## src/rtl/ahb_lite_master.sv

```systemverilog
// Non-pipelined AHB-Lite initiator: turns one host command into one single
// transfer, placing write data on byte lanes and extracting read data.
module ahb_lite_master (
  input  logic        clk,
  input  logic        n_rst,
  input  logic        cmd_valid,
  output logic        cmd_ready,
  input  logic        cmd_write,
  input  logic [3:0]  cmd_addr,
  input  logic [1:0]  cmd_size,
  input  logic [31:0] cmd_wdata,
  output logic        rsp_valid,
  output logic        rsp_error,
  output logic [31:0] rsp_rdata,
  output logic        hsel,
  output logic [1:0]  htrans,
  output logic [3:0]  haddr,
  output logic [1:0]  hsize,
  output logic        hwrite,
  output logic [31:0] hwdata,
  input  logic [31:0] hrdata,
  input  logic        hready,
  input  logic        hresp
);

  typedef enum logic [1:0] {
    S_IDLE = 2'd0,
    S_ADDR = 2'd1,
    S_DATA = 2'd2,
    S_RESP = 2'd3
  } state_t;

  state_t      r_state;
  state_t      w_next;
  logic        r_write;
  logic [3:0]  r_addr;
  logic [1:0]  r_size;
  logic [31:0] r_wdata;
  logic        r_err;
  logic [31:0] r_rdata;
  logic        w_legal;

  function automatic logic f_legal(input logic [1:0] size, input logic [3:0] addr);
    logic ok;
    case (size)
      2'd0:    ok = 1'b1;
      2'd1:    ok = (addr[0] == 1'b0);
      2'd2:    ok = (addr[1:0] == 2'b00);
      default: ok = 1'b0;
    endcase
    return ok;
  endfunction

  function automatic logic [31:0] f_place(input logic [1:0] size, input logic [3:0] addr,
                                          input logic [31:0] data);
    logic [31:0] v;
    case (size)
      2'd0:    v = {24'd0, data[7:0]} << {addr[1:0], 3'b000};
      2'd1:    v = {16'd0, data[15:0]} << {addr[1], 4'b0000};
      2'd2:    v = data;
      default: v = 32'd0;
    endcase
    return v;
  endfunction

  function automatic logic [31:0] f_extract(input logic [1:0] size, input logic [3:0] addr,
                                            input logic [31:0] data);
    logic [31:0] v;
    case (size)
      2'd0:    v = (data >> {addr[1:0], 3'b000}) & 32'h0000_00FF;
      2'd1:    v = (data >> {addr[1], 4'b0000}) & 32'h0000_FFFF;
      2'd2:    v = data;
      default: v = 32'd0;
    endcase
    return v;
  endfunction

  assign w_legal = f_legal(cmd_size, cmd_addr);

  // State register
  always_ff @(posedge clk or negedge n_rst) begin
    if (!n_rst) begin
      r_state <= S_IDLE;
    end else begin
      r_state <= w_next;
    end
  end

  // Next-state decode
  always_comb begin
    w_next = r_state;
    case (r_state)
      S_IDLE: begin
        if (cmd_valid) begin
          w_next = w_legal ? S_ADDR : S_RESP;
        end else begin
          w_next = S_IDLE;
        end
      end
      S_ADDR: w_next = S_DATA;
      S_DATA: begin
        if (hready) begin
          w_next = S_RESP;
        end else begin
          w_next = S_DATA;
        end
      end
      S_RESP:  w_next = S_IDLE;
      default: w_next = S_IDLE;
    endcase
  end

  // Command latch and response capture; write data is lane-placed at accept
  always_ff @(posedge clk or negedge n_rst) begin
    if (!n_rst) begin
      r_write <= 1'b0;
      r_addr  <= 4'd0;
      r_size  <= 2'd0;
      r_wdata <= 32'd0;
      r_err   <= 1'b0;
      r_rdata <= 32'd0;
    end else if (r_state == S_IDLE && cmd_valid) begin
      r_write <= cmd_write;
      r_addr  <= cmd_addr;
      r_size  <= cmd_size;
      r_wdata <= cmd_write ? f_place(cmd_size, cmd_addr, cmd_wdata) : 32'd0;
      r_err   <= ~w_legal;
      r_rdata <= 32'd0;
    end else if (r_state == S_DATA && hready) begin
      r_err   <= hresp;
      r_rdata <= (hresp || r_write) ? 32'd0 : f_extract(r_size, r_addr, hrdata);
    end
  end

  // Outputs decoded purely from the state register and latched command
  assign cmd_ready = (r_state == S_IDLE);
  assign rsp_valid = (r_state == S_RESP);
  assign rsp_error = (r_state == S_RESP) ? r_err : 1'b0;
  assign rsp_rdata = (r_state == S_RESP) ? r_rdata : 32'd0;
  assign hsel      = (r_state == S_ADDR);
  assign htrans    = (r_state == S_ADDR) ? 2'b10 : 2'b00;
  assign haddr     = (r_state == S_ADDR) ? r_addr : 4'd0;
  assign hsize     = (r_state == S_ADDR) ? r_size : 2'd0;
  assign hwrite    = (r_state == S_ADDR) ? r_write : 1'b0;
  assign hwdata    = (r_state == S_DATA) ? r_wdata : 32'd0;

endmodule

```

## config.mk

```make
export PLATFORM = sky130hd
export DESIGN_NAME = ahb_lite_master
export DESIGN_NICKNAME = d
export VERILOG_FILES = /design/src/rtl/ahb_lite_master.sv
export SDC_FILE = /design/constraint.sdc
export NUM_CORES = 1
export LEC_CHECK = 0
export CAP_MARGIN = 10
export CORE_ASPECT_RATIO = 1.1
export CORE_MARGIN = 4
export CORE_UTILIZATION = 41
export CTS_BUF_LIST = sky130_fd_sc_hd__clkbuf_16
export DETAILED_ROUTE_END_ITERATION = 12
export PLACE_DENSITY = 0.78
export SLEW_MARGIN = 20
export SYNTH_ARGS = -nofsm -noshare
export SYNTH_HDL_FRONTEND = slang
export SYNTH_SLANG_ARGS = --single-unit
```

## constraint.sdc

```tcl
create_clock -name clk -period 1.8 [get_ports clk]
set_input_delay 0.36 -clock clk [delete_from_list [all_inputs] [get_ports clk]]
set_output_delay 0.36 -clock clk [all_outputs]
set_load 0.01 [all_outputs]
```

==> metrics.md, run 1 <==
| Metric | Value |
|---|---|
| CP startpoint kind | register |
| Inserted Clock Buffers | 9 |
| Clock tree buffer depth | 2 |
| CP arrival | 1.49 ns |
| Die ar. | 11750 sq um |
| Pre-CTS setup slack | -0.1451 ns |
| GRT Total Usage | 23.63% |
| WL met3 | 1283 um |
| Gpl congestion | 0.8746 |
| I/O Buffers | 151 |
| Source-to-sink clock delay at the later pin of the worst-skew pair | 0.33 ns |
| Register bit count reported by yosys | 74 |
| Post-CTS Hold Fix Bufs | 0 |
| Via count | 4117 |
| CP Max Fanout | 8 |
| Fraction of registers with async set/reset | 100.0% |
| Initial Util | 41.97% |
| Core area | 9842 sq um |
| Worst-path clk slew | 0.05 ns |
| Final min period | 1.853 ns |
| Met2 WL post-DR | 7648 um |
| FP Rows | 38 |
| Via-to-Cell Ratio | 5.617 |
| Fmax | 539.6 MHz |
| Violated checks | setup timing |
| Congestion Overflow GR | 0 |
| Residual DRC | 0 |
| Worst setup margin | -0.05313 ns |
| Critical path type | reg2out |
| Non-Filler Instances | 733 |
| Initial antenna violation count | 0 |
| Final core occ | 68.55% |
| First-pass GRT wire length | 22080 um |
| DRT Pass-1 Iters | 5 |
| DR iter-0 viols | 145 |
| Synth Instances | 424 |
| Final setup viols | 67 |
| Worst VDD drop | 0.4941 mV |
| Die Wd | 103.7 um |
| Fin Clk Skew | 0.005635 ns |
| Mapped Nets | 505 |
| HPWL after detailed placement | 10060 um |
| Worst EP required | 1.44 ns |
| Clock Sinks | 74 |
| Worst hold path class | in2async |
| I/O pins | 153 |
| Critical Path End Type | output pin |
| Synth unique cells | 43 |
| Max_cap viols | 0 |
| H-tree depth | 3 |
| Final max-slew violation count | 0 |
| Diodes inserted | 0 |
| Dpl cells | 709 |
| Largest net degree at the start of global routing | 75 |
| Run status | finished with violations |
| Ys flop type | dfrtp_1 |
| WL/cell | 19.98 um |
| M1 WL | 5458 um |
| Syn Area/Cell | 9.741 sq um |
| Die height | 113.3 um |
| Pwr dens | 1089 nW/um^2 |
| Post-synthesis sequential area ratio | 44.83% |
| Syn Std Cell Area | 4130 sq um |
| Post-synth EDFFs | 0 |
| Vias in the first global route | 4259 |
| Fin crit share | 103.0% |
| Final Hold Fails | 0 |
| Share of layout cells above drive strength 1 | 41.27% |
| Highest routed layer | met4 |
| WL final | 14640 um |
| Yosys synthesis warning count | 0 |
| Leakage power | 0.003161 uW |
| Final nets | 693 |
| CTS Root Cell | clkbuf_16 |
| RSZ-0062 raised after global routing | yes |
| Detail Route Antenna Nets | 0 |
| CTS tree | yes |
| Area grow syn2layout | 63.34% |
[timing repair]
action                                  4_1_cts  5_1_grt
hold endpoints to repair                      0        0
pin swaps                                     0        1
cloned                                        2        5
endpoints found under the setup margin       93      141
setup buffers                                 4        2
gates resized for setup                     364      101
[power by group]
part | switching, uW | internal (uW) | leakage (uW)
logic | 1690 | 1770 | 0.00204
registers | 317 | 2050 | 0.000999
clock network | 627 | 888 | 0.000122
total | 2630 | 4710 | 0.00316
[worst paths after layout]
| path | startpoint | endpoint | slack, ns | depth (start not counted) |
|---|---|---|---|---|
| max | r_state[0] | rsp_rdata[31] | -0.05 | 5 |
| min | n_rst | r_rdata[16] | 0.04 | 2 |
| max reg2reg | r_state[0] | r_rdata[1] | 0 | 8 |
| min reg2reg | r_wdata[9] | r_wdata[9] | 0.48 | 2 |
| max in group asynchronous | n_rst | r_rdata[29] | 1.40 | 2 |
| min in group clk | r_wdata[9] | r_wdata[9] | 0.48 | 2 |
[cells in the mapped netlist, drive strengths merged (2+ instances only)]
cell | n | area [sq um]
ha | 5 | 62.56
a221oi | 8 | 70.07
a22o | 29 | 279.0
clkbuf | 20 | 85.08
mux2 | 6 | 67.56
inv | 9 | 33.78
and2 | 75 | 471.7
mux2i | 13 | 130.1
a22oi | 14 | 105.1
a221o | 6 | 60.06
o22ai | 2 | 12.51
o221ai | 8 | 70.07
dfrtp | 74 | 1852
nor2 | 19 | 71.32
a21oi | 15 | 75.07
o211ai | 3 | 22.52
and3 | 9 | 57.56
nor2b | 5 | 31.28
or3 | 3 | 18.77
buf | 15 | 120.1
nand2 | 42 | 160.2
o21ai | 30 | 150.1
a32o | 2 | 20.02
[cells in the final DEF (no fill, tap or decap), types with 4 or more instances in the layout]
cell type / netlist / final
a21oi_1: 15 / 14
a221o_1: 6 / 6
a221oi_1: 8 / 8
a22o_1: 9 / 9
a22o_2: 20 / 18
a22oi_1: 14 / 14
and2_1: 73 / 18
and2_4: 0 / 57
and3_1: 8 / 8
buf_12: 1 / 8
buf_2: 8 / 20
buf_4: 2 / 41
buf_6: 4 / 62
clkbuf_16: 0 / 14
clkdlybuf4s50_1: 0 / 74
dfrtp_1: 74 / 73
ha_4: 0 / 4
inv_1: 9 / 9
mux2_2: 6 / 6
mux2i_1: 13 / 13
nand2_1: 41 / 36
nand2_2: 1 / 6
nor2_1: 19 / 18
nor2b_1: 5 / 5
o21ai_0: 30 / 17
o21ai_1: 0 / 10
o221ai_1: 8 / 7
[cell families (layout without fill, tap and decap cells)]
logic type	count (synthesis)	after routing	synth area share, %
simple gates	160	160	21.27
compound gates	121	121	21.72
flops	74	74	44.83
buf+inv	44	233	5.786
mux	19	19	4.786
fa+ha+maj	5	5	1.515
other cells	1	1	0.09079
[layer usage]
metal | GRT usage [%] | up-vias
li1 | - | 1882
met1 | 27.16 | 1987
met2 | 42.28 | 227
met3 | 8.100 | 21
met4 | 6.294 | 0
met5 | 0 | -
[cell type report]
cell class,count,area [sq um]
Fill cell,762,3095
Multi-Input combinational cell,306,2305
Timing Repair Buffer,212,2165
Sequential cell,74,1853
Clock buffer,9,225.2
Tap cell,120,150.1
Inverter,9,36.28
Clock inverter,3,12.51
[worst max-delay path: stages, from the launching register on]
cell and delay, ns:
dfrtp_1 0.38, buf_6 0.13, ha_4 0.21, clkbuf_16 0.18, and2_4 0.14, buf_6 0.11
[through the flow]
| stage | hold WS, ns | setup TNS (ns) | area [sq um] | power, uW |
|---|---|---|---|---|
| floorplan | 0.06441 | 0 | 4133 | 3857 |
| CTS | 0.07037 | -2.044 | 6267 | 6965 |
| detailed placement | 0.4255 | -9.939 | 6056 | 5171 |
| global route | 0.09760 | -5.459 | 6746 | 7721 |
| finish | 0.03939 | -2.127 | 6746 | 7344 |
| global placement | 0.4264 | -6.154 | 6056 | 5084 |
[state kept, by name (all words and copies together) (netlist names)]
signal	count
r_write	1
r_size	2
r_err	1
r_state	2
r_rdata	32
r_addr	4
r_wdata	32
Note: power is estimated with default switching activity, not from simulation.
==> run 2, diff against run 1 <==
CAP_MARGIN = default   (was 10)
==> results of run 2 <==
Same layout as run 1: the final DEF is identical, and so are final timing and power.
==> run 3, diff against run 2 <==
CORE_UTILIZATION = 42   (was 41)
CTS_BUF_LIST = sky130_fd_sc_hd__clkbuf_4 sky130_fd_sc_hd__clkbuf_8   (was sky130_fd_sc_hd__clkbuf_16)
PLACE_DENSITY = 0.79   (was 0.78)
==> run 3 against run 2 <==
Die area fell by 2.2%. Clock power is 14% lower. Sequential share of layout area up 0.91 points. Clock-buffer cell count rose by 1. Combinational power barely moved. Worst setup slack lost 0.019 ns. Clock skew up 0.0036 ns. The run still ends with setup timing left. Cell area decreased by 3.2%. Critical path depth stayed put. Critical endpoint is now hwdata[19]. Core utilization rose by 0.26 points.
==> metrics.md, run 3 (synthesis gave the netlist of run 1 again) <==
| Metric | Value |
|---|---|
| Run status | finished with violations |
| Violated checks | setup timing |
| Final core occ | 68.81% |
| FP Rows | 37 |
| Max transition margin | 61.24% |
| Worst setup margin | -0.07245 ns |
| Worst hold path class | in2async |
| Non-Filler Instances | 719 |
| First-pass GRT wire length | 21870 um |
| Final Hold Fails | 0 |
| Commonest cells after routing, fill and taps aside | clkdlybuf4s50_1 (74), dfrtp_1 (73), buf_6 (62), and2_4 (58), nand2_1 (40) |
| R2R setup slack | -0.04 ns |
| DRT Pass-1 Iters | 5 |
| Worst EP required | 1.44 ns |
| Critical Path End Type | output pin |
| CTS Root Cell | clkbuf_8 |
| Critical path type | reg2out |
| Core area | 9490 sq um |
| Final nets | 679 |
| Initial antenna violation count | 0 |
| CP startpoint kind | register |
| Worst-path clk slew | 0.08 ns |
| Diodes inserted | 0 |
| GRT Total Usage | 24.15% |
| Final max-slew violation count | 0 |
| Share of layout cells above drive strength 1 | 40.20% |
| Clock tree buffer depth | 2 |
| Crit path from | r_state[1] |
| R2R Path Start | r_state[0] |
| Largest registers | r_rdata x32, r_wdata x32, r_addr x4 |
| Minimum hold slack | 0.4053 ns |
| DR iter-0 viols | 142 |
| CP Max Fanout | 7 |
| Inserted Clock Buffers | 9 |
| CP arrival | 1.51 ns |
| CTS tree | yes |
| Initial Util | 43.52% |
| I/O pins | 153 |
| Post-Route Setup TNS | -0.9325 ns |
| R2R cell count | 8 |
| RSZ-0062 raised after global routing | yes |
| WL final | 14250 um |
| Max_cap viols | 0 |
| Clock Sinks | 74 |
| Final setup viols | 48 |
| Leakage power | 0.003043 uW |
| Congestion Overflow GR | 0 |
| Worst r2r dst | r_rdata[1] |
| Fin Clk Skew | 0.009280 ns |
| Fill count | 716 |
| Final min period | 1.872 ns |
| Fin crit share | 104.0% |
| Detail Route Antenna Nets | 0 |
| Dpl cells | 691 |
| Pwr dens | 1087 nW/um^2 |
| Die ar. | 11490 sq um |
| Worst VDD drop | 0.6209 mV |
| Worst slew pin tran | 0.5788 ns |
| Fmax | 534.1 MHz |
| Vias in the first global route | 4324 |
| Area grow syn2layout | 58.10% |
| Via count | 4095 |
| H-tree depth | 3 |
| I/O Buffers | 151 |
| Die Wd | 102.6 um |
| Residual DRC | 0 |
| Commonest non-fill, non-tap cell in the layout | clkdlybuf4s50_1 |
| HPWL after detailed placement | 9757 um |
| Die height | 112.0 um |
| Via-to-Cell Ratio | 5.695 |
| Source-to-sink clock delay at the later pin of the worst-skew pair | 0.34 ns |
| WL/cell | 19.82 um |
| Largest net degree at the start of global routing | 39 |
| Gpl congestion | 0.8979 |
-- run 3: changes by cell type in the layout (fill, tap and decap cells not counted), sizes merged --
cell	change
buf	-13
clkbuf	-2
clkinvlp	+2
bufinv	+1
dlygate4sd2	+1
dlygate4sd3	+1
inv	-1
-- run 3: routing by layer --
metal	global-route usage (%)	up-vias	share of wire [%]	wire length, um
met5	0	-	0	0
met4	6.737	0	2.0	291
met3	5.075	20	8.9	1262
met2	41.34	216	50	7152
met1	30.39	2008	39	5544
li1	-	1851	-	-
-- run 3: what timing repair did --
action	CTS	global route
hold buffers	1	0
endpoints found under the setup margin	113	122
buffers inserted	7	2
pin swaps	1	5
endpoints found under the hold margin	11	0
gates cloned	3	3
gates resized for setup	395	55
-- run 3: stage by stage --
step,worst slack (ns),total power [uW],area [sq um]
final,-0.07245,7096,6530
after global routing,-0.1349,7478,6530
after detailed placement,-0.4784,5055,5904
after global placement,-0.4542,4977,5904
after floorplan,0.05473,3857,4133
after CTS,-0.1605,6994,6324
-- run 3: critical path, cell delays in order (launching register included) --
cell and delay, ns:
dfrtp_2 0.46, ha_4 0.21, buf_12 0.14, buf_6 0.11, and2_4 0.13, buf_6 0.11
-- run 3: worst max-delay path by stage --
stage,to,slack (ns),depth (start not counted)
finish,hwdata[19],-0.07,5
global route,hwdata[18],-0.13,6
CTS,rsp_rdata[8],-0.16,6
detailed placement,r_wdata[21],-0.48,5
global placement,r_wdata[20],-0.45,5
floorplan,r_rdata[21],0.05,9
-- run 3: layout make-up --
type / instances / area, sq um / area share, %
clock buffer: 10 / 137.6 / 2.108
inverter: 9 / 33.78 / 0.5173
clock inverter: 5 / 55.05 / 0.8431
tap: 117 / 146.4 / 2.242
multi-input combinational: 306 / 2301 / 35.24
timing repair buffer: 198 / 2003 / 30.68
sequential: 74 / 1853 / 28.38
-- run 3: report_power, final --
group / switching (uW) / leakage, uW / internal, uW
clock network: 633 / 0.0000941 / 666
logic: 1700 / 0.00195 / 1760
registers: 292 / 0.000999 / 2040
total: 2620 / 0.00304 / 4470
